<file path="src/rtl/ddr3_rd_check_if.sv">
// Application-side read-check bus: accepted read commands and returning read beats in,
// checker status and error statistics out.
interface ddr3_rd_check_if #(
    parameter int ADDR_W     = 28,
    parameter int DATA_W     = 256,
    parameter int FIFO_DEPTH = 16,
    parameter int CNT_W      = 16
);
    localparam int PEND_W = $clog2(FIFO_DEPTH) + 1;

    logic              rd_cmd_valid;
    logic [ADDR_W-1:0] rd_cmd_addr;
    logic [DATA_W-1:0] app_rd_data;
    logic              app_rd_data_valid;
    logic              chk_clear;
    logic              chk_ready;
    logic [PEND_W-1:0] chk_pending;
    logic [31:0]       rd_count;
    logic [CNT_W-1:0]  error_num;
    logic              error_flag;
    logic [ADDR_W-1:0] err_addr;
    logic [7:0]        err_mask;
    logic              protocol_err;

    modport master (
        output rd_cmd_valid, rd_cmd_addr, app_rd_data, app_rd_data_valid, chk_clear,
        input  chk_ready, chk_pending, rd_count, error_num, error_flag, err_addr,
               err_mask, protocol_err
    );

    modport slave (
        input  rd_cmd_valid, rd_cmd_addr, app_rd_data, app_rd_data_valid, chk_clear,
        output chk_ready, chk_pending, rd_count, error_num, error_flag, err_addr,
               err_mask, protocol_err
    );
endinterface

</file>
<file path="src/rtl/ddr3_rd_check.sv">
// DDR3 read-data checker: in-order tag FIFO of read addresses, regenerates the
// address-derived pattern for each returning beat and accumulates error statistics.
module ddr3_rd_check #(
    parameter int ADDR_W     = 28,
    parameter int DATA_W     = 256,
    parameter int FIFO_DEPTH = 16,
    parameter int CNT_W      = 16
) (
    input  logic            ui_clk,
    input  logic            ui_rst_n,
    ddr3_rd_check_if.slave  bus
);
    localparam int PTR_W = $clog2(FIFO_DEPTH);
    localparam logic [PTR_W:0]   PTR_ONE = 1;
    localparam logic [CNT_W-1:0] CNT_ONE = 1;
    localparam logic [CNT_W-1:0] CNT_MAX = '1;

    function automatic logic [DATA_W-1:0] f_pattern(input logic [ADDR_W-1:0] a);
        logic [DATA_W-1:0] p;
        p = '0;
        for (int k = 0; k < 8; k++) begin
            p[32*k +: 32] = 32'(a) | (32'(k) << 28);
        end
        return p;
    endfunction

    logic [ADDR_W-1:0] r_mem [FIFO_DEPTH];
    logic [PTR_W:0]    r_wptr;
    logic [PTR_W:0]    r_rptr;
    logic [PTR_W:0]    r_pending;

    logic w_full;
    logic w_empty;
    logic w_push_ok;
    logic w_pop_ok;
    logic w_proto_evt;

    assign w_full      = r_pending[PTR_W];
    assign w_empty     = (r_pending == '0);
    assign w_push_ok   = bus.rd_cmd_valid & ~w_full;
    assign w_pop_ok    = bus.app_rd_data_valid & ~w_empty;
    assign w_proto_evt = (bus.rd_cmd_valid & w_full) | (bus.app_rd_data_valid & w_empty);

    // NOTE: tag storage and datapath pipeline registers carry no reset; validity is
    // tracked by the reset pointers and valid bits, so their power-up contents never matter.
    always_ff @(posedge ui_clk) begin
        if (w_push_ok) begin
            r_mem[r_wptr[PTR_W-1:0]] <= bus.rd_cmd_addr;
        end
    end

    // NOTE: every clocked process uses non-blocking assignments so all registers
    // sample pre-edge values; combinational processes use blocking ones.
    always_ff @(posedge ui_clk or negedge ui_rst_n) begin
        if (!ui_rst_n) begin
            r_wptr    <= '0;
            r_rptr    <= '0;
            r_pending <= '0;
        end else begin
            if (w_push_ok) r_wptr <= r_wptr + PTR_ONE;
            if (w_pop_ok)  r_rptr <= r_rptr + PTR_ONE;
            case ({w_push_ok, w_pop_ok})
                2'b10:   r_pending <= r_pending + PTR_ONE;
                2'b01:   r_pending <= r_pending - PTR_ONE;
                default: r_pending <= r_pending;
            endcase
        end
    end

    // S1: beat data, head address and its expected pattern
    logic              r_s1_valid;
    logic [DATA_W-1:0] r_s1_data;
    logic [DATA_W-1:0] r_s1_exp;
    logic [ADDR_W-1:0] r_s1_addr;

    always_ff @(posedge ui_clk or negedge ui_rst_n) begin
        if (!ui_rst_n) r_s1_valid <= 1'b0;
        else           r_s1_valid <= w_pop_ok;
    end

    always_ff @(posedge ui_clk) begin
        r_s1_data <= bus.app_rd_data;
        r_s1_addr <= r_mem[r_rptr[PTR_W-1:0]];
        r_s1_exp  <= f_pattern(r_mem[r_rptr[PTR_W-1:0]]);
    end

    // S2: per-word mismatch mask, consumed by the statistics at the next edge
    logic [7:0] w_mask;

    // NOTE: the default assignment ahead of the loop keeps this purely combinational.
    always_comb begin
        w_mask = '0;
        for (int k = 0; k < 8; k++) begin
            w_mask[k] = (r_s1_data[32*k +: 32] != r_s1_exp[32*k +: 32]);
        end
    end

    logic [31:0]       r_rd_count;
    logic [CNT_W-1:0]  r_error_num;
    logic              r_error_flag;
    logic [ADDR_W-1:0] r_err_addr;
    logic [7:0]        r_err_mask;
    logic              r_protocol_err;

    always_ff @(posedge ui_clk or negedge ui_rst_n) begin
        if (!ui_rst_n) begin
            r_rd_count     <= '0;
            r_error_num    <= '0;
            r_error_flag   <= 1'b0;
            r_err_addr     <= '0;
            r_err_mask     <= '0;
            r_protocol_err <= 1'b0;
        end else if (bus.chk_clear) begin
            r_rd_count     <= '0;
            r_error_num    <= '0;
            r_error_flag   <= 1'b0;
            r_err_addr     <= '0;
            r_err_mask     <= '0;
            r_protocol_err <= 1'b0;
        end else begin
            if (w_proto_evt) r_protocol_err <= 1'b1;
            if (r_s1_valid) begin
                r_rd_count <= r_rd_count + 32'd1;
                if (w_mask != '0) begin
                    if (r_error_num != CNT_MAX) r_error_num <= r_error_num + CNT_ONE;
                    r_error_flag <= 1'b1;
                    // only the first erroneous beat since the last clear is recorded
                    if (!r_error_flag) begin
                        r_err_addr <= r_s1_addr;
                        r_err_mask <= w_mask;
                    end
                end
            end
        end
    end

    assign bus.chk_ready    = ~w_full;
    assign bus.chk_pending  = r_pending;
    assign bus.rd_count     = r_rd_count;
    assign bus.error_num    = r_error_num;
    assign bus.error_flag   = r_error_flag;
    assign bus.err_addr     = r_err_addr;
    assign bus.err_mask     = r_err_mask;
    assign bus.protocol_err = r_protocol_err;

endmodule
</file>
<file path="src/flat_wrapper.sv">
// flat-port wrapper written by rule: the top's interface ports become plain ports
module ddr3_rd_check_flat 
#(
    parameter int ADDR_W     = 28,
    parameter int DATA_W     = 256,
    parameter int FIFO_DEPTH = 16,
    parameter int CNT_W      = 16
)
  (ui_clk, ui_rst_n, bus_rd_cmd_valid, bus_rd_cmd_addr, bus_app_rd_data, bus_app_rd_data_valid, bus_chk_clear, bus_chk_ready, bus_chk_pending, bus_rd_count, bus_error_num, bus_error_flag, bus_err_addr, bus_err_mask, bus_protocol_err);
  ddr3_rd_check_if #(.ADDR_W(ADDR_W), .DATA_W(DATA_W), .FIFO_DEPTH(FIFO_DEPTH), .CNT_W(CNT_W)) bus_i ();
  input  logic ui_clk;
  input  logic ui_rst_n;
  input wire logic [$bits(bus_i.rd_cmd_valid)-1:0] bus_rd_cmd_valid;
  input wire logic [$bits(bus_i.rd_cmd_addr)-1:0] bus_rd_cmd_addr;
  input wire logic [$bits(bus_i.app_rd_data)-1:0] bus_app_rd_data;
  input wire logic [$bits(bus_i.app_rd_data_valid)-1:0] bus_app_rd_data_valid;
  input wire logic [$bits(bus_i.chk_clear)-1:0] bus_chk_clear;
  output wire logic [$bits(bus_i.chk_ready)-1:0] bus_chk_ready;
  output wire logic [$bits(bus_i.chk_pending)-1:0] bus_chk_pending;
  output wire logic [$bits(bus_i.rd_count)-1:0] bus_rd_count;
  output wire logic [$bits(bus_i.error_num)-1:0] bus_error_num;
  output wire logic [$bits(bus_i.error_flag)-1:0] bus_error_flag;
  output wire logic [$bits(bus_i.err_addr)-1:0] bus_err_addr;
  output wire logic [$bits(bus_i.err_mask)-1:0] bus_err_mask;
  output wire logic [$bits(bus_i.protocol_err)-1:0] bus_protocol_err;
  assign bus_i.rd_cmd_valid = bus_rd_cmd_valid;
  assign bus_i.rd_cmd_addr = bus_rd_cmd_addr;
  assign bus_i.app_rd_data = bus_app_rd_data;
  assign bus_i.app_rd_data_valid = bus_app_rd_data_valid;
  assign bus_i.chk_clear = bus_chk_clear;
  assign bus_chk_ready = bus_i.chk_ready;
  assign bus_chk_pending = bus_i.chk_pending;
  assign bus_rd_count = bus_i.rd_count;
  assign bus_error_num = bus_i.error_num;
  assign bus_error_flag = bus_i.error_flag;
  assign bus_err_addr = bus_i.err_addr;
  assign bus_err_mask = bus_i.err_mask;
  assign bus_protocol_err = bus_i.protocol_err;
  ddr3_rd_check #(.ADDR_W(ADDR_W), .DATA_W(DATA_W), .FIFO_DEPTH(FIFO_DEPTH), .CNT_W(CNT_W)) u_core (.ui_clk(ui_clk), .ui_rst_n(ui_rst_n), .bus(bus_i));
endmodule
</file>
<file path="config.mk">
export PLATFORM = sky130hd
export DESIGN_NAME = ddr3_rd_check_flat
export DESIGN_NICKNAME = d
export VERILOG_FILES = /design/src/rtl/ddr3_rd_check_if.sv /design/src/rtl/ddr3_rd_check.sv /design/src/flat_wrapper.sv
export SDC_FILE = /design/constraint.sdc
export NUM_CORES = 1
export LEC_CHECK = 0
export ABC_CLOCK_PERIOD_IN_PS = 4550
export BUFFER_PORTS_ARGS = -buffer_cell sky130_fd_sc_hd__clkbuf_2
export CAP_MARGIN = 20
export CORE_MARGIN = 3
export CORE_UTILIZATION = 35
export CTS_BUF_LIST = sky130_fd_sc_hd__clkbuf_2 sky130_fd_sc_hd__clkbuf_4 sky130_fd_sc_hd__clkbuf_8
export CTS_CLUSTER_DIAMETER = 50
export CTS_CLUSTER_SIZE = 28
export DETAILED_ROUTE_END_ITERATION = 7
export SLEW_MARGIN = 25
export SYNTH_ARGS = -nofsm -noshare
export SYNTH_HDL_FRONTEND = slang
export SYNTH_SLANG_ARGS = --single-unit
</file>
<file path="constraint.sdc">
create_clock -name ui_clk -period 4.55 [get_ports ui_clk]
set_clock_uncertainty 0.15 [all_clocks]
set_input_delay 0 -clock ui_clk [delete_from_list [all_inputs] [get_ports ui_clk]]
set_output_delay 0 -clock ui_clk [all_outputs]
set_load 0.02 [all_outputs]
</file>
==> results of run 1 <==
flip-flops by register name (all words and copies together) (netlist names):
| register | cells |
|---|---|
| u_core.bus.chk_pending | 5 |
| u_core.bus.err_addr | 28 |
| u_core.bus.err_mask | 8 |
| u_core.bus.error_flag | 1 |
| u_core.bus.error_num | 16 |
| u_core.bus.protocol_err | 1 |
| u_core.bus.rd_count | 32 |
| u_core.r_mem | 448 |
| u_core.r_rptr | 4 |
| u_core.r_s1_addr | 27 |
| u_core.r_s1_data | 256 |
| u_core.r_s1_exp | 1 |
| u_core.r_s1_valid | 1 |
| u_core.r_wptr | 4 |
layer usage:
layer	global-route usage	up-vias	wire, um
met5	0	-	17
met4	0.113	2	5550
li1	-	8964	-
met2	0.371	1024	49600
met1	0.272	10450	39500
met3	0.0428	277	7540
power breakdown:
group | leakage, nW | total, mW | switching [mW] | internal [mW]
Sequential | 7.77 | 9.37 | 0.817 | 8.56
Clock | 1.16 | 6.12 | 3.39 | 2.73
Combinational | 7.22 | 6.38 | 3.45 | 2.93
layout make-up:
type,instances,area share
diodes,13,0.000772
clock buffers,94,0.0304
clock inverters,75,0.0256
inverters,12,0.00107
multi-input cells,881,0.204
flip-flops and latches,832,0.514
well taps,1144,0.0340
repair buffers,994,0.191
how the worst max path moves through the flow:
| stage | from | to | slack (ps) | cells past startpoint |
|---|---|---|---|---|
| CTS | u_core.r_s1_addr[23] | u_core.bus.err_addr[2] | 670 | 7 |
| detailed placement | u_core.r_s1_addr[23] | u_core.bus.err_mask[3] | 670 | 7 |
| floorplan | u_core.bus.chk_pending[4] | u_core.r_mem[3][0] | 970 | 4 |
| global placement | u_core.r_s1_addr[11] | u_core.bus.err_addr[6] | 680 | 8 |
| global route | u_core.r_s1_addr[23] | u_core.bus.err_mask[4] | 620 | 7 |
| finish | u_core.r_s1_addr[11] | u_core.bus.err_mask[3] | 680 | 8 |
what timing repair did:
action                    CTS  global route
buffers inserted            0             0
hold endpoints to repair  839             0
hold buffers              548             0
kinds of logic (layout without fill, tap and decap cells):
| kind of cell | count (synthesis) | after routing | synth area share |
|---|---|---|---|
| XOR/XNOR | 261 | 261 | 0.0746 |
| adder cells (fa/ha/maj) | 10 | 10 | 0.00408 |
| AND/OR/NAND/NOR | 344 | 344 | 0.0637 |
| flip-flops | 832 | 832 | 0.706 |
| buffers and inverters | 105 | 1175 | 0.0161 |
| AO/OA/AOI/OAI | 118 | 118 | 0.0294 |
| multiplexers | 148 | 148 | 0.106 |
| other | 0 | 13 | 0 |
per-stage QoR:
stage | cell area, sq um | util | power, mW | cells | setup slack [ps]
floorplan | 30700 | - | 13.0 | 1818 | 968
global placement | 34100 | 0.397 | 15.3 | 3312 | 679
detailed placement | 34200 | 0.398 | 15.4 | 3314 | 671
CTS | 42100 | 0.489 | 21.9 | 4031 | 667
global route | 42100 | 0.490 | 22.7 | 4043 | 617
finish | 42100 | 0.490 | 21.9 | 4045 | 675
placed cells by master (no fill, tap or decap), types with 13 or more instances in the layout:
cell type,instances
dlygate4sd3_1,547
edfxtp_1,448
clkbuf_2,379
dfxtp_1,284
xor2_1,209
mux4_2,140
dfrtp_1,97
clkbuf_8,92
nor4_1,73
nor2_1,60
buf_4,59
xnor2_1,52
nand4_1,44
nand2_1,33
o211a_1,28
a21oi_1,27
or4_1,23
nor3_1,20
a31o_1,19
nand3_1,19
clkinv_8,16
diode_2,13
==> results.cfg, run 1 <==
[critical_path]
arrival_ps = 4320
crit_family = simple AND/OR/NAND/NOR gates
crit_path_max_incr_delay_ps = 740
worst_ep_required_time_ps = 4990
critPathBufInv = 1
reg2regPathDepth = 8
critPathMostFrequentCell = nor4_1
r2r-start = u_core.r_s1_addr[11]
crit_slowest_cell = and4_2
cp_max_fo = 36
path_class = register to register
path_cells = buf_4, xor2_1, nor4_1, nand4_1, nor4_1, and4_2, nor2_4, a211oi_1
critPathCaptureType = register
rrSetupSlack_ps = 680
reg2reg_to = u_core.bus.err_mask[3]
startpoint_type = register

[sta]
setup_viol = 0
finalHoldViolCount = 0
timing.fmax_ghz = 0.258
worst_slew_margin_rel = 0.373
fin_crit_sh = 0.852
drv_slew = 0
max_slew.worst_pin.slew_ps = 939
fin_crit_ps = 3870
timing.hold.ws_ps = 77.3
finalSetupTns_ps = 0
rsz0062_at_grt = false

[layout]
fillers = 7086
drive_above_1_share = 0.275
multi_input_area_sq_um = 8580
area_delta_synth_final_pct = 37.4
nets = 3111
seq_area_sq_um = 21600

[yosys]
synth_cell_types = 57
synth_commonest_cells = edfxtp_1, dfxtp_1, xor2_1
synthTopCellsByArea = edfxtp_1, dfxtp_1, mux4_2
syn-num-nets = 2117
synth-edff-count = 448
yosysWarnings = 0
yosysSeqAreaShare = 0.706
syn-instance-count = 1818
ys_ff_latch = 832
synth_ff_type = edfxtp_1
synth.most_common_cell = edfxtp_1
syn_area_sq_um = 30700
avgSynthCellArea_sq_um = 16.9
yosysTopAreaCell = edfxtp_1
async_reset_ff_frac = 0.120
synth_top_area_share = 0.439

[drt]
wl_per_cell_um = 25.3
via_count = 20717
antenna_left = 0
route.detailed.drc = 0
wirelength_um = 102000
drtPass1Iterations = 5
drtIter0Drc = 1688
routed_via_density = 5.12

[clocking]
cts_buffers = 91
cts_tree = done
cts_resized = 0
h-tree-depth = 3
root_buffer = clkbuf_8
clk_pin_slew_ps = 110
clock_latency_ps = 750
cts_sinks = 832
clk_path_buf_depth = 3

[die]
die_w_um = 302
rows = 107
start_util = 0.357
die_area_sq_um = 91200
core_sq_um = 85900
die_h_um = 302
io_pins = 381

[flow_run]
maxCapViolCount = 0

[power]
p_leak_nw = 16.1
ir_worst_vdd_uv = 337
power.density_nw_per_um2 = 519

[grt]
grt_max_degree = 60
grt_usage = 0.221
grt_pass1_vias = 21843
grt_pass1_wl_um = 147000
grt_overflow = 0
grt_antenna_before_repair = 18

[outcome]
outcome = complete, no violations

[worst_hold_path]
hold_depth = 2
hp-class = input pin to register
min_to = u_core.r_mem[6][6]
worstHoldStart = bus_rd_cmd_addr[6]

[placed_design]
dp_hpwl_um = 62500
portBuffers = 380
routabilityCongestion = 0.921
No activity file was read; power rests on OpenSTA's default activity.
==> inputs of run 2 (changes only) <==
- ABC_AREA: default -> 0
- BUFFER_PORTS_ARGS: -buffer_cell sky130_fd_sc_hd__clkbuf_2 -> -buffer_cell sky130_fd_sc_hd__buf_2
- CTS_BUF_LIST: sky130_fd_sc_hd__clkbuf_2 sky130_fd_sc_hd__clkbuf_4 sky130_fd_sc_hd__clkbuf_8 -> sky130_fd_sc_hd__clkbuf_16
==> run 2 against run 1 <==
Compared with the run above: register-to-register slack better by 110 ps; cell area grew 1.2%; power rose by 4.6%; first-iteration DRC count rose by 4.7%; critical endpoint is now u_core.bus.err_addr[2]; largest power group unchanged; highest routed layer unchanged.
==> results.cfg, run 2 (synthesis gave the netlist of run 1 again) <==
[outcome]
outcome = complete, no violations

[drt]
via_count = 20803
route.detailed.drc = 0
drtIter0Drc = 1767
antenna_left = 0
wl_per_cell_um = 25.4
routed_via_density = 5.17
drtPass1Iterations = 5
wirelength_um = 102000

[power]
p_switching_mw = 7.48
seqPwrFrac = 0.414
power.share.clock = 0.316
internal_power_mw = 15.4
power_switching_share = 0.327
ir_worst_vdd_uv = 386
p_comb_frac = 0.270
power.density_nw_per_um2 = 537
p_leak_nw = 16.4

[die]
die_area_sq_um = 91200
start_util = 0.357
die_h_um = 302
core_sq_um = 85900
die_w_um = 302
rows = 107
io_pins = 381

[grt]
grt_pass1_vias = 22145
grt_overflow = 0
grt_antenna_before_repair = 11
grt_pass1_wl_um = 148000
grt_usage = 0.222
grt_max_degree = 60

[placed_design]
pre_cts_ws_ps = 813
portBuffers = 380
dp_hpwl_um = 63300
dp_cells = 3318
routabilityCongestion = 0.913

[sta]
max_slew.worst_pin.slew_ps = 880
fin_crit_ps = 3760
worst_slew_margin_rel = 0.412
rsz0062_at_grt = false
finalHoldViolCount = 0
timing.fmax_ghz = 0.266
drv_slew = 0
timing.final.ws_setup_ps = 787
fin_crit_sh = 0.827
timing.hold.ws_ps = 117
finalSetupTns_ps = 0
setup_viol = 0

[critical_path]
path_class = register to register
rrSetupSlack_ps = 790
worst_ep_required_time_ps = 4930
startpoint_type = register
cp_max_fo = 36
critPathCaptureType = register
arrival_ps = 4140

[clocking]
clk_path_buf_depth = 3
root_buffer = clkbuf_16
cts_resized = 0
clk_pin_slew_ps = 70
cts_setup_buffers = 0
clock_latency_ps = 660
cts_sinks = 832
h-tree-depth = 3
cts_buffers = 81
cts_tree = done

[layout]
largest_reg_flops = 448
nets = 3104
final_cell_count_no_fill = 4025
final_common_cell = dlygate4sd3_1
drive_above_1_share = 0.269
final_cell_mix = dlygate4sd3_1, edfxtp_1, buf_2
area_delta_synth_final_pct = 39.0
fillers = 7003

[worst_hold_path]
hp-class = input pin to register

[flow_run]
maxCapViolCount = 0
==> run 2: cell types whose count changed in the layout (fill, tap and decap cells not counted), sizes merged <==
cell / previous run / this run
buf: 68 / 450
bufinv: 8 / 9
clkbuf: 473 / 82
clkinv: 26 / 31
clkinvlp: 6 / 7
diode: 13 / 8
inv: 47 / 34
==> run 2: final cells by class <==
class	instances	area [sq um]	share of cell area
Multi-Input combinational cell	881	8580	0.201
Timing Repair Buffer	997	7950	0.187
Antenna cell	8	20.0	0.000470
Clock inverter	69	890	0.0209
Sequential cell	832	21700	0.508
Tap cell	1144	1430	0.0336
Inverter	12	45.0	0.00106
Clock buffer	82	2050	0.0481
==> run 2: metrics by stage <==
| step | area [sq um] | util | total power, mW |
|---|---|---|---|
| CTS | 42600 | 0.496 | 22.9 |
| floorplan | 30700 | - | 13.0 |
| global route | 42600 | 0.496 | 23.7 |
| detailed placement | 34200 | 0.397 | 15.3 |
| finish | 42600 | 0.496 | 22.9 |
| global placement | 34100 | 0.397 | 15.3 |
==> run 2: final timing paths <==
kind                                     startpoint                  endpoint  cells past startpoint
max in group asynchronous                  ui_rst_n          u_core.r_rptr[1]                      4
min reg2reg                u_core.bus.error_num[10]  u_core.bus.error_num[10]                      2
max                             u_core.r_s1_addr[9]    u_core.bus.err_addr[2]                      7
min                             bus_rd_cmd_addr[22]       u_core.r_mem[1][22]                      2
min in group asynchronous                  ui_rst_n  u_core.bus.error_num[10]                      4
max reg2reg                     u_core.r_s1_addr[9]    u_core.bus.err_addr[2]                      7
==> run 2: what timing repair did <==
action	in CTS	in global routing
endpoints found under the hold margin	807	0
endpoints found under the setup margin	0	0
hold buffers	548	0
==> run 2: power groups by stage <==
stage / combinational [mW] / clock (mW) / sequential, mW
floorplan: 3.95 / 0 / 9.01
global placement: 5.72 / 0 / 9.60
detailed placement: 5.71 / 0 / 9.64
CTS: 6.11 / 7.35 / 9.48
global route: 6.52 / 7.66 / 9.53
finish: 6.17 / 7.24 / 9.47
==> run 2: routing by layer <==
| metal | part of all wire | vias up | GRT usage |
|---|---|---|---|
| li1 | - | 8964 | - |
| met1 | 0.39 | 10522 | 0.271 |
| met2 | 0.49 | 1014 | 0.375 |
| met3 | 0.069 | 299 | 0.0437 |
| met4 | 0.053 | 4 | 0.113 |
| met5 | 0.00021 | - | 0 |
==> run 2: critical path, stage by stage, from the launching register on <==
cell     delay [ps]
dfxtp_1         790
xnor2_1         230
nand2_1          90
or4_1           540
nor4_1          470
and4_2          730
nor2_4          290
a31o_2          340
